===== src/rtl/pr_bus_arb.sv =====
// -----------------------------------------------------------------------------
// pr_bus_arb
//   Round-robin bus arbiter with a bounded hold time. One channel at a time
//   owns the bus; ownership ends when the owner drops its request or after
//   MAX_HOLD consecutive cycles, and every release is followed by exactly one
//   idle cycle before the next grant.
//
// Parameters
//   WIDTH    : bus data width in bits
//   NCH      : number of requesting channels (2..16)
//   MAX_HOLD : maximum consecutive cycles one channel may own the bus (1..256)
//
// Ports
//   clk     : clock, all state changes on the rising edge
//   rst     : asynchronous active-high reset
//   req     : per-channel request, bit i = channel i
//   data_in : packed channel data, channel i at [i*WIDTH +: WIDTH]
//   gnt     : registered one-hot grant, zero when the bus is free
//   sel     : registered owner index, zero when the bus is free
//   valid   : high while a channel owns the bus
//   out     : owner's live data when valid, else zero
// -----------------------------------------------------------------------------
module pr_bus_arb #(
    parameter int WIDTH    = 4,
    parameter int NCH      = 4,
    parameter int MAX_HOLD = 8
) (
    input  logic                     clk,
    input  logic                     rst,
    input  logic [NCH-1:0]           req,
    input  logic [NCH*WIDTH-1:0]     data_in,
    output logic [NCH-1:0]           gnt,
    output logic [$clog2(NCH)-1:0]   sel,
    output logic                     valid,
    output logic [WIDTH-1:0]         out
);

    localparam int SW = $clog2(NCH);
    localparam int CW = $clog2(MAX_HOLD) + 1;

    localparam logic [CW-1:0]  CNT_ONE   = CW'(1);
    localparam logic [CW-1:0]  CNT_LAST  = CW'(MAX_HOLD - 1);
    localparam logic [NCH-1:0] GNT_ONE   = NCH'(1);
    localparam logic [SW-1:0]  PTR_RESET = SW'(NCH - 1);

    typedef enum logic {
        IDLE  = 1'b0,
        OWNED = 1'b1
    } state_t;

    state_t           state_r;
    logic [SW-1:0]    ptr_r;
    logic [SW-1:0]    sel_r;
    logic [NCH-1:0]   gnt_r;
    logic             valid_r;
    logic [CW-1:0]    cnt_r;

    logic [SW-1:0]    win_s;
    logic             release_s;
    logic [WIDTH-1:0] out_s;

    // First requesting channel strictly after p, wrapping modulo NCH. The scan
    // runs from the farthest candidate back to the nearest so that the nearest
    // requester is the last (and therefore winning) assignment.
    function automatic logic [SW-1:0] rr_pick(input logic [NCH-1:0] r,
                                              input logic [SW-1:0]  p);
        logic [SW-1:0] w;
        int            idx;
        w = {SW{1'b0}};
        for (int k = NCH; k >= 1; k--) begin
            idx = (int'(p) + k) % NCH;
            if (r[idx]) begin
                w = SW'(idx);
            end else begin
                w = w;
            end
        end
        return w;
    endfunction

    // Round-robin winner for the next IDLE decision edge.
    always_comb begin
        win_s = rr_pick(req, ptr_r);
    end

    // Owner gives up the bus on a dropped request or when its hold budget ends.
    always_comb begin
        release_s = 1'b0;
        release_s = (req[sel_r] == 1'b0) || (cnt_r == CNT_LAST);
    end

    // Arbitration state machine with registered grant, index and valid.
    always_ff @(posedge clk or posedge rst) begin
        if (rst) begin
            state_r <= IDLE;
            gnt_r   <= {NCH{1'b0}};
            sel_r   <= {SW{1'b0}};
            valid_r <= 1'b0;
            cnt_r   <= {CW{1'b0}};
            ptr_r   <= PTR_RESET;
        end else begin
            case (state_r)
                IDLE: begin
                    if (req != {NCH{1'b0}}) begin
                        state_r <= OWNED;
                        gnt_r   <= GNT_ONE << win_s;
                        sel_r   <= win_s;
                        valid_r <= 1'b1;
                        cnt_r   <= {CW{1'b0}};
                    end else begin
                        gnt_r   <= {NCH{1'b0}};
                        sel_r   <= {SW{1'b0}};
                        valid_r <= 1'b0;
                    end
                end
                OWNED: begin
                    if (release_s) begin
                        // Release always lands in IDLE: no owner-to-owner handoff.
                        state_r <= IDLE;
                        gnt_r   <= {NCH{1'b0}};
                        sel_r   <= {SW{1'b0}};
                        valid_r <= 1'b0;
                        cnt_r   <= {CW{1'b0}};
                        ptr_r   <= sel_r;
                    end else begin
                        cnt_r   <= cnt_r + CNT_ONE;
                    end
                end
                default: begin
                    state_r <= IDLE;
                    gnt_r   <= {NCH{1'b0}};
                    sel_r   <= {SW{1'b0}};
                    valid_r <= 1'b0;
                    cnt_r   <= {CW{1'b0}};
                end
            endcase
        end
    end

    // Bus mux: owner's live slice, OR-combined so a free bus reads zero.
    always_comb begin
        out_s = {WIDTH{1'b0}};
        for (int i = 0; i < NCH; i++) begin
            out_s = out_s | (data_in[i*WIDTH +: WIDTH] &
                             {WIDTH{valid_r && (sel_r == SW'(i))}});
        end
    end

    assign gnt   = gnt_r;
    assign sel   = sel_r;
    assign valid = valid_r;
    assign out   = out_s;

endmodule


===== config.mk =====
export PLATFORM = sky130hd
export DESIGN_NAME = pr_bus_arb
export DESIGN_NICKNAME = d
export VERILOG_FILES = /design/src/rtl/pr_bus_arb.sv
export SDC_FILE = /design/constraint.sdc
export NUM_CORES = 1
export LEC_CHECK = 0
export ABC_AREA = 1
export CELL_PAD_IN_SITES_DETAIL_PLACEMENT = 1
export CELL_PAD_IN_SITES_GLOBAL_PLACEMENT = 2
export CORE_MARGIN = 5
export CORE_UTILIZATION = 23
export CTS_CLUSTER_DIAMETER = 120
export DETAILED_ROUTE_END_ITERATION = 16
export GPL_ROUTABILITY_DRIVEN = 0
export HOLD_SLACK_MARGIN = 0.05
export PLACE_DENSITY = 0.86
export SLEW_MARGIN = 10
export SYNTH_ARGS = -nofsm -noshare
export SYNTH_HDL_FRONTEND = slang
export SYNTH_SLANG_ARGS = --single-unit
export TNS_END_PERCENT = 50

===== constraint.sdc =====
create_clock -name clk -period 1.95 [get_ports clk]
set_input_delay 0.39 -clock clk [delete_from_list [all_inputs] [get_ports clk]]
set_output_delay 0.39 -clock clk [all_outputs]
set_load 0.01 [all_outputs]

==> impl_metrics.py <==
metrics = {
    "status": {
        "outcome": "completed",
    },
    "routing": {
        "initial_detailed_routing_violation_count": 37,
        "drt-vias-per-instance": 4.57,
        "detailroute.via_count": 1084,
        "post_drt_wl_per_cell_um": 13.2,
        "postRouteAntennaNets": 0,
        "detail_route.drc_violations": 0,
        "route.final.wire_length_mm": 3.12,
        "firstDrtPassIters": 2,
    },
    "setup_path": {
        "required_ns": 1.56,
        "critPathArrivalTime_ns": 1.44,
        "endpoint_kind": "output port",
        "cp_max_fo": 5,
        "crit_path_cell_trace": "buf_4 > buf_4 > clkdlybuf4s50_1",
        "dominant_cell_type_by_count_on_the_critical_path": "buf_4",
        "critPathMaxStageDelay_ns": 0.53,
        "r2r_setup_slack_ns": 0.38,
        "critical_path.startpoint_type": "flip-flop",
        "worstSetupPathType": "reg -> out",
        "worst_path_max_delay_cell": "clkdlybuf4s50_1",
    },
    "yosys": {
        "synth.largest_area_cell": "dfrtp_1",
        "synth_cells": 140,
        "synth-warning-count": 0,
        "synth_enable_flop_cells": 0,
        "ys_types": 25,
        "synth_top_area_share_pct": 30.6,
        "synth.ff_latch_count": 14,
        "async_set_or_reset_flop_fraction_in_the_synthesized_netlist_pct": 100,
        "synth_nets": 163,
        "synth_area_leaders": "dfrtp_1 (31%), nand2_1 (22%), dfstp_2 (5.4%), nand3_1 (5.1%), inv_1 (5.0%)",
        "postSynth.topFlopCell": "dfrtp_1",
        "mappedNetlistArea_sq_um": 981,
        "synth_seq_area_share_pct": 36.0,
        "postSynthAreaPerCell_sq_um": 7.01,
    },
    "layout": {
        "num-nets-final": 211,
        "final_layout_size_suffix_gt1_share_pct": 27.8,
        "layout-area-overhead-vs-synth_pct": 53.3,
        "n_antenna_cell": 0,
        "final-instance-count-excl-fill": 237,
    },
    "timing": {
        "fmaxAchievable_ghz": 0.546,
        "worst_slew_pin_slew_ns": 0.545,
        "fin_worst_skew_ns": 0.000831,
        "final.period_utilization_pct": 94.0,
        "timing.final.crit_period_ns": 1.83,
        "number_of_max_slew_violations_in_the_final_report": 0,
        "maxSlewHeadroom_pct": 63.6,
        "setup_repair_after_global_routing_missed_its_margin": "false",
        "setup_viol": 0,
        "final_hold_viol_count": 0,
    },
    "global_route": {
        "top_usage_layer": "met2",
        "grt_antenna_before_repair": 0,
        "grt.met3_usage_pct": 1.72,
        "grt_util_all_layers_pct": 11.7,
        "groute.layer.met1.usage_pct": 14.6,
        "met2_usage_pct": 20.0,
        "grt_pass1_vias": 1172,
        "globalRoute.totalOverflow": 0,
        "grt_pass1_wl_mm": 5.15,
        "grt_max_degree": 15,
    },
    "clock_tree": {
        "cts.clk_slew.worst_paths_ns": 0.06,
        "clock_sinks": 14,
        "clk_root_buffer_cell": "clkbuf_8",
        "ctsLongestPathBuffers": 2,
        "cts_made_buffers": 3,
        "cts_htree_levels": 1,
        "cts.hold.buffers_added": 0,
        "worstSkewPairLatency_ns": 0.25,
        "tritoncts_clock_tree": "done",
    },
    "floorplan": {
        "rows": 23,
        "die_height_um": 75.3,
        "design.portCount": 33,
        "floorplan.initialDensity_pct": 24.2,
        "die_w_um": 75.3,
        "area_enclosed_by_the_die_boundary_sq_mm": 0.00567,
        "core-area_sq_mm": 0.00406,
    },
    "pwr": {
        "cellInternalPower_mw": 1.10,
        "logic_pwr_share_pct": 60.6,
        "power_frac_seq_pct": 25.2,
        "leakage_nw": 0.740,
        "worst_ir_drop_vdd_uv": 444,
        "switching_share_pct": 45.8,
        "p_clk_share_pct": 14.2,
        "power_density_mw_per_mm2": 1350,
        "final_total_pwr_mw": 2.03,
        "power_switching_mw": 0.927,
    },
    "placement": {
        "io_buffer_count": 32,
        "place_hpwl_mm": 2.62,
        "cell_count_post_placement": 229,
    },
    "hold_path": {
        "min_path_type": "in -> async",
    },
    "flow_run": {
        "cap_viol_max_count": 0,
    },
}
## layer usage
layer | vias up | part of all wire [%]
met3 | 3 | 2.9
li1 | 541 | -
met2 | 14 | 53
met4 | 0 | 1.4
met5 | - | 0
met1 | 526 | 43
## power by group through the flow
| stage | Combinational (mW) | Sequential, mW | Clock (mW) |
|---|---|---|---|
| global route | 1.37 | 0.526 | 0.315 |
| floorplan | 0.729 | 0.495 | 0 |
| global placement | 1.16 | 0.500 | 0 |
| CTS | 1.20 | 0.503 | 0.301 |
| finish | 1.23 | 0.510 | 0.289 |
| detailed placement | 1.20 | 0.507 | 0 |
## worst max-delay path, delay by kind of cell, from the launching register on
family / cells / cell delay (ns)
buffers and inverters: 3 / 0.77
DFF: 1 / 0.42
## path summary, 6_finish.rpt
check | start | endpoint | cells after the start
max | sel[0] | sel[0] | 3
min | rst | gnt[3] | 2
max reg2reg | ptr_r[0] | gnt[0] | 11
min reg2reg | gnt[1] | gnt[1] | 2
max in group asynchronous | rst | sel[1] | 2
min in group clk | gnt[1] | gnt[1] | 2
## layout by cell type, fill, tap and decap left out, types with 2 or more instances in the layout
cell type / n
clkdlybuf4s50_1: 28
nor3_2: 3
clkbuf_2: 4
o21ai_0: 3
nand4_1: 3
buf_4: 12
inv_2: 6
a22oi_2: 2
clkbuf_8: 4
o21ai_2: 5
nand2_1: 58
nand2_2: 7
dfstp_2: 2
nor2_1: 2
a21oi_1: 4
inv_1: 10
nand3_1: 10
dfrtp_1: 11
## area by class of cell
class | instances | area [sq um]
fill | 520 | 2550
multi-input combinational | 107 | 564
timing repair buffer | 44 | 390
sequential | 14 | 354
inverter | 18 | 77.6
tap | 50 | 62.6
clock buffer | 4 | 55.1
## stage by stage
stage | setup slack [ns] | TNS (ns) | hold WS, ns | area, sq um | utilization [%]
after floorplan | 0.419 | 0 | 0.278 | 981 | -
after CTS | 0.00134 | 0 | 0.496 | 1480 | 36.5
after global placement | -0.00483 | -0.00592 | 0.468 | 1410 | 34.8
final | 0.117 | 0 | 0.484 | 1500 | 37.1
after detailed placement | -0.0744 | -0.0990 | 0.475 | 1410 | 34.8
after global routing | 0.0700 | 0 | 0.523 | 1500 | 37.1
## cell families (layout without fill, tap and decap cells)
| kind of cell | Yosys count | after routing | share of synthesized area (%) |
|---|---|---|---|
| flops | 14 | 14 | 36.0 |
| simple gates | 89 | 89 | 42.0 |
| fa+ha+maj | 1 | 1 | 1.28 |
| xor+xnor | 1 | 1 | 0.893 |
| compound gates | 16 | 16 | 10.8 |
| buf+inv | 19 | 66 | 9.06 |
## state kept, by name, indices dropped and copies added, names as in the netlist
signal	flops
valid	1
cnt_r	4
state_r	1
gnt	4
ptr_r	2
sel	2
## Yosys cell counts, types with 2 or more instances
| cell | number |
|---|---|
| a22oi_1 | 3 |
| nand2_2 | 7 |
| nor2_1 | 2 |
| a21oi_1 | 4 |
| inv_2 | 3 |
| inv_1 | 13 |
| o21ai_2 | 5 |
| o21ai_0 | 3 |
| nand3_1 | 10 |
| nor3_1 | 4 |
| nand2_1 | 58 |
| nand4_1 | 3 |
| dfrtp_1 | 12 |
| dfstp_2 | 2 |
## repair_timing
item	4_1_cts	5_1_grt
setup buffers	1	3
gates resized for setup	8	13
gates cloned	0	0
hold endpoints to repair	0	0
setup endpoints to repair	4	4
Power figures use the tool's default switching activity.
